## src/rtl/spi_master.sv

```systemverilog
// Byte-wide SPI mode-0 master: shifts a command byte out MSB-first on MOSI while
// capturing 8 MISO bits, with a software-driven chip select passed through a register.
module spi_master #(
  parameter int CLK_DIV = 4
) (
  input  logic       clk,
  input  logic       rst,
  input  logic       spi_trigger,
  input  logic [7:0] spi_command,
  input  logic       spi_cs_ctrl,
  input  logic       spi_miso,
  output logic       spi_busy,
  output logic [7:0] spi_response,
  output logic       spi_sclk,
  output logic       spi_mosi,
  output logic       spi_cs_n
);

  localparam int DIV_W = $clog2(CLK_DIV);
  localparam logic [DIV_W-1:0] DIV_TC = DIV_W'(CLK_DIV - 1);

  typedef enum logic [1:0] {
    IDLE,
    LOW,
    HIGH,
    DONE
  } state_t;

  state_t           state;
  logic             armed;
  logic [2:0]       bit_cnt;
  logic [DIV_W-1:0] div_cnt;
  // Bit 7 of the command goes straight onto MOSI at start, so only the
  // remaining seven bits need to be kept for shifting.
  logic [6:0]       tx_sr;
  logic [7:0]       rx_sr;

  always_ff @(posedge clk or posedge rst) begin
    if (rst) begin
      state        <= IDLE;
      armed        <= 1'b0;
      bit_cnt      <= 3'd0;
      div_cnt      <= '0;
      tx_sr        <= 7'd0;
      rx_sr        <= 8'd0;
      spi_busy     <= 1'b0;
      spi_response <= 8'h00;
      spi_sclk     <= 1'b0;
      spi_mosi     <= 1'b0;
      spi_cs_n     <= 1'b1;
    end else begin
      spi_cs_n <= spi_cs_ctrl;

      // A low trigger re-arms; a start consumes the arm, so a held level
      // produces a single transfer.
      if (!spi_trigger) begin
        armed <= 1'b1;
      end

      case (state)
        IDLE: begin
          spi_sclk <= 1'b0;
          if (spi_trigger && armed) begin
            armed    <= 1'b0;
            tx_sr    <= spi_command[6:0];
            spi_mosi <= spi_command[7];
            spi_busy <= 1'b1;
            bit_cnt  <= 3'd0;
            div_cnt  <= '0;
            state    <= LOW;
          end
        end

        LOW: begin
          if (div_cnt == DIV_TC) begin
            spi_sclk <= 1'b1;
            rx_sr    <= {rx_sr[6:0], spi_miso};
            div_cnt  <= '0;
            state    <= HIGH;
          end else begin
            div_cnt <= div_cnt + 1'b1;
          end
        end

        HIGH: begin
          if (div_cnt == DIV_TC) begin
            spi_sclk <= 1'b0;
            div_cnt  <= '0;
            if (bit_cnt == 3'd7) begin
              state <= DONE;
            end else begin
              tx_sr    <= {tx_sr[5:0], 1'b0};
              spi_mosi <= tx_sr[6];
              bit_cnt  <= bit_cnt + 3'd1;
              state    <= LOW;
            end
          end else begin
            div_cnt <= div_cnt + 1'b1;
          end
        end

        DONE: begin
          spi_sclk     <= 1'b0;
          spi_response <= rx_sr;
          spi_busy     <= 1'b0;
          spi_mosi     <= 1'b0;
          state        <= IDLE;
        end

        default: begin
          state <= IDLE;
        end
      endcase
    end
  end

endmodule

```

## config.mk

```make
export PLATFORM = sky130hd
export DESIGN_NAME = spi_master
export DESIGN_NICKNAME = d
export VERILOG_FILES = /design/src/rtl/spi_master.sv
export SDC_FILE = /design/constraint.sdc
export NUM_CORES = 1
export LEC_CHECK = 0
export CAP_MARGIN = 15
export CORE_MARGIN = 2
export CORE_UTILIZATION = 55
export CTS_BUF_LIST = sky130_fd_sc_hd__clkbuf_4
export DETAILED_ROUTE_END_ITERATION = 7
export PLACE_DENSITY = 0.81
export SLEW_MARGIN = 20
export SYNTH_ARGS = -nofsm -noshare
export SYNTH_HDL_FRONTEND = slang
export SYNTH_SLANG_ARGS = --single-unit
```

## constraint.sdc

```tcl
create_clock -name clk -period 5.45 [get_ports clk]
set_clock_uncertainty 0.15 [all_clocks]
set_input_delay 0.8175 -clock clk [delete_from_list [all_inputs] [get_ports clk]]
set_output_delay 0.8175 -clock clk [all_outputs]
set_load 0.05 [all_outputs]
```

==> flow_metrics.tcl, run 1 <==
set metrics [dict create \
    fp.dieH_um 58.8 \
    route.detailed.wl_per_inst_um 16.0 \
    outcome "complete, but fails checks" \
    syn_area_mm2 0.00165 \
    cts_tree "yes" \
    fin_nets 179 \
    path_class "reg -> out" \
    first_pass_iters 6 \
    hp-class "reg -> reg" \
    cp.required_ps 4480 \
    synth_seq_area_share_pct 53.1 \
    p_per_area_mw_per_mm2 601 \
    max_slew_margin_pct 62.3 \
    yosysWarnings 0 \
    maxCapViolCount 0 \
    place_ws_ps 2750 \
    clk_latency_ps 350 \
    layout-drive-gt1-share_pct 19.6 \
    clock_tree.buffer_depth 2 \
    avgSynthCellArea_um2 12.5 \
    yosysTopAreaCell "dfrtp_1" \
    violations "DRC" \
    hold_viol 0 \
    worstPathMaxFanout 1 \
    slowest_delay_ps 790 \
    h-tree-depth 2 \
    rsz0062_at_grt "no" \
    wirelength_um 3020 \
    hpwl_um 2120 \
    diodes 0 \
    setup-violations-final 0 \
    start_kind "register" \
    cts.clk_slew.worst_paths_ps 110 \
    arrival_ps 1650 \
    grt_overflow 0 \
    core_area_mm2 0.00281 \
    yosys_most_used_dff "dfrtp_1" \
    ys_ff_latch 35 \
    utilization_pct 71.5 \
    synth.most_common_cell "dfrtp_1" \
    yosysTopAreaCellShare_pct 51.5 \
    worst_path_max_delay_cell "clkdlybuf4s50_1" \
    yosys-top-cells-area "dfrtp_1, mux2_2, ha_1" \
    async_flop_share_pct 100 \
    grt_start_max_net_pins 35 \
    cts-buffers-inserted 5 \
    clock_sinks 35 \
    postCtsResizedCells 0 \
    ys_types 31 \
    cts_root_buf "clkbuf_4" \
    antenna_found_initial 0 \
    io_pins 25 \
    grt_pass1_vias 1127 \
    post-route-period-util_pct 48.1 \
    remaining_drc_errors 1 \
    portBuffers 24 \
    tightestPinTransition_ps 565 \
    max_freq_mhz 382 \
    cts_hold_buf 0 \
    post_cts_buffers 0 \
    setup_slack_ps 2830 \
    crit_family "buffers and inverters" \
    crit_chain "clkdlybuf4s50_1" \
    vias 1132 \
    vias_per_cell 5.99 \
    synth-edff-count 0 \
    die-area_mm2 0.00346 \
    start_util_pct 58.9 \
    synth_fp_nets 154 \
    gp_congestion 0.814 \
    maxSlewViolCount 0 \
    tns_ps 0 \
    antenna_left 0 \
    grt_pass1_wl_um 5150 \
    syn_inst 132 \
    cellLeakagePower_nw 0.910 \
    end_kind "output pin" \
    drt_iter0_drc 28 \
    min_period_ps 2620 \
    synthTopCellsByCount "dfrtp_1, mux2_2, nor2_1, o21ai_0, ha_1" \
    placementRows 19 \
    crit_buf_inv 1 \
    grt_usage_pct 20.3 \
    die_x_um 58.8 \
    area_growth_pct 21.3 \
    irDropWorstVdd_v 0.000294 \
]
## worst reg2reg max path, delay by kind of cell, from the launching register on
family	cells	cell delay, ps
compound gates	3	960
buf+inv	1	150
fa+ha+maj	1	540
flops	1	440
## placed cells by master (no fill, tap or decap), types with 2 or more instances in the layout
cell type,count
ha_1,9
and4b_1,6
o21ai_0,10
clkbuf_4,6
a32o_1,2
o221a_1,6
bufinv_16,2
nand2_1,3
a22o_1,2
inv_1,5
clkdlybuf4s50_1,24
mux2_2,18
a21oi_1,2
a31oi_1,3
dfrtp_1,34
nor2_1,10
## worst paths after layout
check	startpoint	slack, ps	depth (start not counted)	endpoint
setup / recovery	spi_cs_n	2830	1	spi_cs_n
hold / removal	rx_sr[7]	340	1	spi_response[7]
setup reg to reg	state[1]	3090	5	tx_sr[3]
hold reg to reg	rx_sr[7]	340	1	spi_response[7]
max in group asynchronous	rst	4080	3	tx_sr[1]
min in group asynchronous	rst	650	2	spi_cs_n
## cells by family (layout without fill, tap and decap cells)
family | after synthesis | count (layout) | share of synthesized area, %
compound gates | 34 | 34 | 15.8
simple gates | 23 | 23 | 8.02
fa+ha+maj | 9 | 9 | 6.81
flops | 35 | 35 | 53.1
mux | 18 | 18 | 12.3
buf+inv | 13 | 39 | 4.01
## state kept, by name, indices dropped and copies added, names as in the netlist
| register | flops |
|---|---|
| spi_mosi | 1 |
| spi_busy | 1 |
| spi_response | 8 |
| div_cnt | 2 |
| state | 2 |
| armed | 1 |
| spi_sclk | 1 |
| bit_cnt | 3 |
| rx_sr | 8 |
| spi_cs_n | 1 |
| tx_sr | 7 |
## layout make-up
class | count | area (um^2)
flip-flops and latches | 35 | 877
fillers | 193 | 800
multi-input cells | 84 | 709
repair buffers | 25 | 248
clock inverters | 2 | 60.1
clock buffers | 6 | 45.0
well taps | 31 | 38.8
inverters | 6 | 27.5
## routing by layer
metal | vias to the layer above | global-route usage (%) | part of all wire, %
met4 | 0 | 8.12 | 2.1
met5 | - | 0 | 0
met1 | 561 | 25.2 | 42
met3 | 7 | 6.81 | 4.1
li1 | 542 | - | -
met2 | 22 | 32.5 | 52
## where the power goes
part           internal [W]  total [W]  switching, W
Clock              0.000148   0.000235     0.0000866
Combinational      0.000239   0.000547      0.000308
Sequential         0.000353   0.000423     0.0000701
## stage by stage
step | std cells | total power [W] | cell area, um^2 | hold slack [ps]
6_report | 189 | 0.00121 | 2010 | 344
5_1_grt | 189 | 0.00129 | 2010 | 366
3_5_place_dp | 181 | 0.000980 | 1900 | 340
2_1_floorplan | 132 | 0.000840 | 1650 | 320
3_3_place_gp | 181 | 0.000950 | 1900 | 327
4_1_cts | 189 | 0.00122 | 2010 | 350
Note: power is estimated with default switching activity, not from simulation.
==> run 2, diff against run 1 <==
--- a/config.mk
+++ b/config.mk
@@ -7,10 +7,10 @@
 export LEC_CHECK = 0
 export CAP_MARGIN = 15
 export CORE_MARGIN = 2
-export CORE_UTILIZATION = 55
+export CORE_UTILIZATION = 50
 export CTS_BUF_LIST = sky130_fd_sc_hd__clkbuf_4
 export DETAILED_ROUTE_END_ITERATION = 7
-export PLACE_DENSITY = 0.81
+export PLACE_DENSITY = 0.78
 export SLEW_MARGIN = 20
 export SYNTH_ARGS = -nofsm -noshare
 export SYNTH_HDL_FRONTEND = slang
==> constraint.sdc (replaced) <==
create_clock -name clk -period 2.3 [get_ports clk]
set_clock_uncertainty 0.15 [all_clocks]
set_input_delay 0.345 -clock clk [delete_from_list [all_inputs] [get_ports clk]]
set_output_delay 0.345 -clock clk [all_outputs]
set_load 0.05 [all_outputs]
==> flow_metrics.tcl, run 2 (same netlist as run 1, synthesis figures left out) <==
set metrics [dict create \
    outcome "complete, no violations" \
    grt_pass1_vias 1079 \
    die-area_mm2 0.00378 \
    fp.dieH_um 61.5 \
    rsz0062_at_grt "no" \
    placementRows 20 \
    crit_chain "clkdlybuf4s50_1" \
    power.total_w 0.00274 \
    grt_usage_pct 19.4 \
    maxSlewViolCount 0 \
    maxCapViolCount 0 \
    tns_ps 0 \
    io_pins 25 \
    cts_root_buf "clkbuf_4" \
    final_common_cell "dfrtp_1" \
    cts_tree "yes" \
    h-tree-depth 2 \
    cts_hold_buf 0 \
    max_slew_margin_pct 59.6 \
    clock_tree.buffer_depth 2 \
    crit_family "buffers and inverters" \
    post_cts_buffers 0 \
    grt_pass1_wl_um 5210 \
    biggestRegsByFlops "rx_sr (8), spi_response (8), tx_sr (7)" \
    tightestPinTransition_ps 607 \
    hpwl_um 2210 \
    route.detailed.wl_per_inst_um 14.7 \
    hp-class "in -> async" \
    start_util_pct 53.3 \
    mostFrequentLayoutCells "dfrtp_1, clkdlybuf4s50_1, mux2_2" \
    cellLeakagePower_nw 0.907 \
    min_period_ps 2130 \
    start_kind "register" \
    vias_per_cell 5.57 \
    core_area_mm2 0.00310 \
    hold_viol 0 \
    layout-drive-gt1-share_pct 20.0 \
    final_cells 204 \
    clock_sinks 35 \
    wirelength_um 3000 \
    antenna_found_initial 0 \
    drt_iter0_drc 38 \
    path_class "reg -> out" \
    remaining_drc_errors 0 \
    irDropWorstVdd_v 0.000778 \
    post-route-period-util_pct 92.6 \
    grt_overflow 0 \
    fin_nets 181 \
    cp.required_ps 1800 \
    end_kind "output pin" \
    slowest_delay_ps 790 \
    crit_buf_inv 1 \
    antenna_left 0 \
    worst_path_max_delay_cell "clkdlybuf4s50_1" \
    p_per_area_mw_per_mm2 1360 \
    clk_latency_ps 340 \
    setup-violations-final 0 \
    grt_start_max_net_pins 35 \
    gp_congestion 0.755 \
    max_freq_mhz 470 \
    die_x_um 61.5 \
    first_pass_iters 4 \
    diodes 0 \
    area_growth_pct 21.5 \
    vias 1137 \
    cts.clk_slew.worst_paths_ps 90 \
    arrival_ps 1630 \
    postCtsResizedCells 0 \
    place_inst 196 \
    utilization_pct 64.7 \
    cts-buffers-inserted 5 \
    worstPathMaxFanout 1 \
    portBuffers 24 \
]
## run 2: routing by layer
metal | share of wire [%] | global-route usage (%)
met5 | 0 | 0
met4 | 1.1 | 7.29
met3 | 5.3 | 5.25
met1 | 45 | 26.1
met2 | 49 | 29.9
## run 2: metrics by stage
stage / setup WS [ps] / hold WS [ps] / cell area, um^2
final: 171 / 175 / 2010
after global routing: 95.4 / 168 / 2010
after CTS: 155 / 167 / 2010
after floorplan: 445 / 199 / 1650
after global placement: 320 / 328 / 1930
after detailed placement: 187 / 339 / 1930
## run 2: worst paths after layout
path,start,end,slack [ps],cells after the start
max in group asynchronous,rst,tx_sr[6],1410,3
worst max register to register,state[0],tx_sr[4],180,5
min in group clk,spi_cs_ctrl,spi_cs_n,270,1
worst min-delay path,rst,spi_cs_n,180,2
worst min register to register,div_cnt[1],div_cnt[1],360,1
worst max-delay path,spi_cs_n,spi_cs_n,170,1
## run 2: final cells by class
cell class,count,area (um^2)
Inverter,6,27.5
Fill cell,265,1090
Timing Repair Buffer,27,263
Multi-Input combinational cell,84,709
Tap cell,44,55.1
Sequential cell,35,877
Clock buffer,5,37.5
Clock inverter,3,38.8
## run 2: power by group
group	internal, W	switching, W
clock	0.000224	0.000197
sequential	0.000837	0.000168
combinational	0.000575	0.000736
total	0.00164	0.00110
==> run 3, diff against run 2 <==
--- a/config.mk
+++ b/config.mk
@@ -5,12 +5,13 @@
 export SDC_FILE = /design/constraint.sdc
 export NUM_CORES = 1
 export LEC_CHECK = 0
+export ABC_CLOCK_PERIOD_IN_PS = 2400
 export CAP_MARGIN = 15
 export CORE_MARGIN = 2
-export CORE_UTILIZATION = 50
+export CORE_UTILIZATION = 55
 export CTS_BUF_LIST = sky130_fd_sc_hd__clkbuf_4
 export DETAILED_ROUTE_END_ITERATION = 7
-export PLACE_DENSITY = 0.78
+export PLACE_DENSITY = 0.81
 export SLEW_MARGIN = 20
 export SYNTH_ARGS = -nofsm -noshare
 export SYNTH_HDL_FRONTEND = slang
==> constraint.sdc (replaced) <==
create_clock -name clk -period 2.4 [get_ports clk]
set_clock_uncertainty 0.15 [all_clocks]
set_input_delay 0.36 -clock clk [delete_from_list [all_inputs] [get_ports clk]]
set_output_delay 0.36 -clock clk [all_outputs]
set_load 0.05 [all_outputs]
==> flow_metrics.tcl, run 3 (same netlist as run 1, synthesis figures left out) <==
set metrics [dict create \
    maxCapViolCount 0 \
    gp_congestion 0.790 \
    r2r_setup_slack_ps 290 \
    vias 1122 \
    placementRows 19 \
    setup-violations-final 0 \
    max_freq_mhz 463 \
    cts.clk_slew.worst_paths_ps 110 \
    path_depth 1 \
    crit_start "spi_cs_n" \
    antenna_left 0 \
    crit_family "buffers and inverters" \
    grt_start_max_net_pins 36 \
    vias_per_cell 5.84 \
    grt_pass1_vias 1121 \
    rsz0062_at_grt "no" \
    start_util_pct 58.9 \
    route.detailed.wl_per_inst_um 15.6 \
    max_slew_margin_pct 66.4 \
    arrival_ps 1650 \
    worstReg2RegEnd "tx_sr[5]" \
    r2r_cells 5 \
    cellLeakagePower_nw 0.895 \
    path_class "reg -> out" \
    hp-class "in -> async" \
    cts_hold_buf 0 \
    layout-drive-gt1-share_pct 19.9 \
    utilization_pct 70.4 \
    tns_ps 0 \
    maxSlewViolCount 0 \
    first_pass_iters 6 \
    die_x_um 58.8 \
    clock_sinks 35 \
    remaining_drc_errors 1 \
    end_kind "output pin" \
    cts-buffers-inserted 5 \
    grt_pass1_wl_um 5150 \
    portBuffers 24 \
    worstPathMaxFanout 1 \
    postCtsResizedCells 0 \
    slowest_delay_ps 800 \
    clock_tree.buffer_depth 2 \
    wirelength_um 2990 \
    violations "DRC" \
    fin_nets 182 \
    diodes 0 \
    io_pins 25 \
    clk_latency_ps 320 \
    tightestPinTransition_ps 503 \
    outcome "complete, but fails checks" \
    final_common_cell "dfrtp_1" \
    grt_overflow 0 \
    crit_chain "clkdlybuf4s50_1" \
    irDropWorstVdd_v 0.000783 \
    r2r-start "state[0]" \
    area_growth_pct 19.5 \
    cts_root_buf "clkbuf_4" \
    cts_tree "yes" \
    h-tree-depth 2 \
    p_per_area_mw_per_mm2 1280 \
    start_kind "register" \
    worst_path_max_delay_cell "clkdlybuf4s50_1" \
    hpwl_um 2230 \
    mostFrequentLayoutCells "dfrtp_1, clkdlybuf4s50_1, mux2_2" \
    crit_buf_inv 1 \
    drt_iter0_drc 28 \
    die-area_mm2 0.00346 \
    fp.dieH_um 58.8 \
    min_period_ps 2160 \
    cp.required_ps 1890 \
    grt_usage_pct 19.7 \
    power.total_w 0.00253 \
    biggestRegsByFlops "rx_sr (8), spi_response (8), tx_sr (7)" \
    post_cts_buffers 0 \
    post-route-period-util_pct 89.9 \
    antenna_found_initial 0 \
    core_area_mm2 0.00281 \
    hold_viol 0 \
]
[run 3: cell count changes in the layout (fill, tap and decap cells not counted)]
cell        before  now
buf_4            3    4
bufinv_16        1    0
clkinv_1         1    2
clkinv_2         1    0
clkinvlp_4       0    1
[run 3: cell type report]
| type | instances | area (um^2) |
|---|---|---|
| clock buffers | 5 | 37.5 |
| clock inverters | 3 | 15.0 |
| fillers | 207 | 830 |
| inverters | 6 | 27.5 |
| multi-input cells | 84 | 709 |
| flip-flops and latches | 35 | 877 |
| well taps | 31 | 38.8 |
| repair buffers | 28 | 270 |
[run 3: where the power goes]
group / switching [W] / internal [W] / total (W)
clock: 0.000193 / 0.000107 / 0.000301
combinational: 0.000701 / 0.000565 / 0.00127
sequential: 0.000160 / 0.000802 / 0.000962
total: 0.00105 / 0.00147 / 0.00253
[run 3: per-stage QoR]
stage	worst slack [ps]	hold WS [ps]	std cells	instance area, um^2
3_3_place_gp	415	329	184	1920
6_report	242	264	192	1980
5_1_grt	171	284	192	1980
2_1_floorplan	545	214	132	1650
4_1_cts	231	282	192	1980
3_5_place_dp	310	345	184	1920
[run 3: worst max-delay path by stage]
stage / to / slack, ps
CTS: spi_cs_n / 230
global placement: tx_sr[5] / 410
finish: spi_cs_n / 240
detailed placement: tx_sr[5] / 310
floorplan: tx_sr[1] / 540
global route: tx_sr[5] / 170
[run 3: metal layers]
layer	vias to the layer above	track usage [%]	share of wire [%]
li1	551	-	-
met1	546	25.8	44
met2	21	32.7	51
met3	4	4.18	3.6
met4	0	6.82	0.97
met5	-	0	0
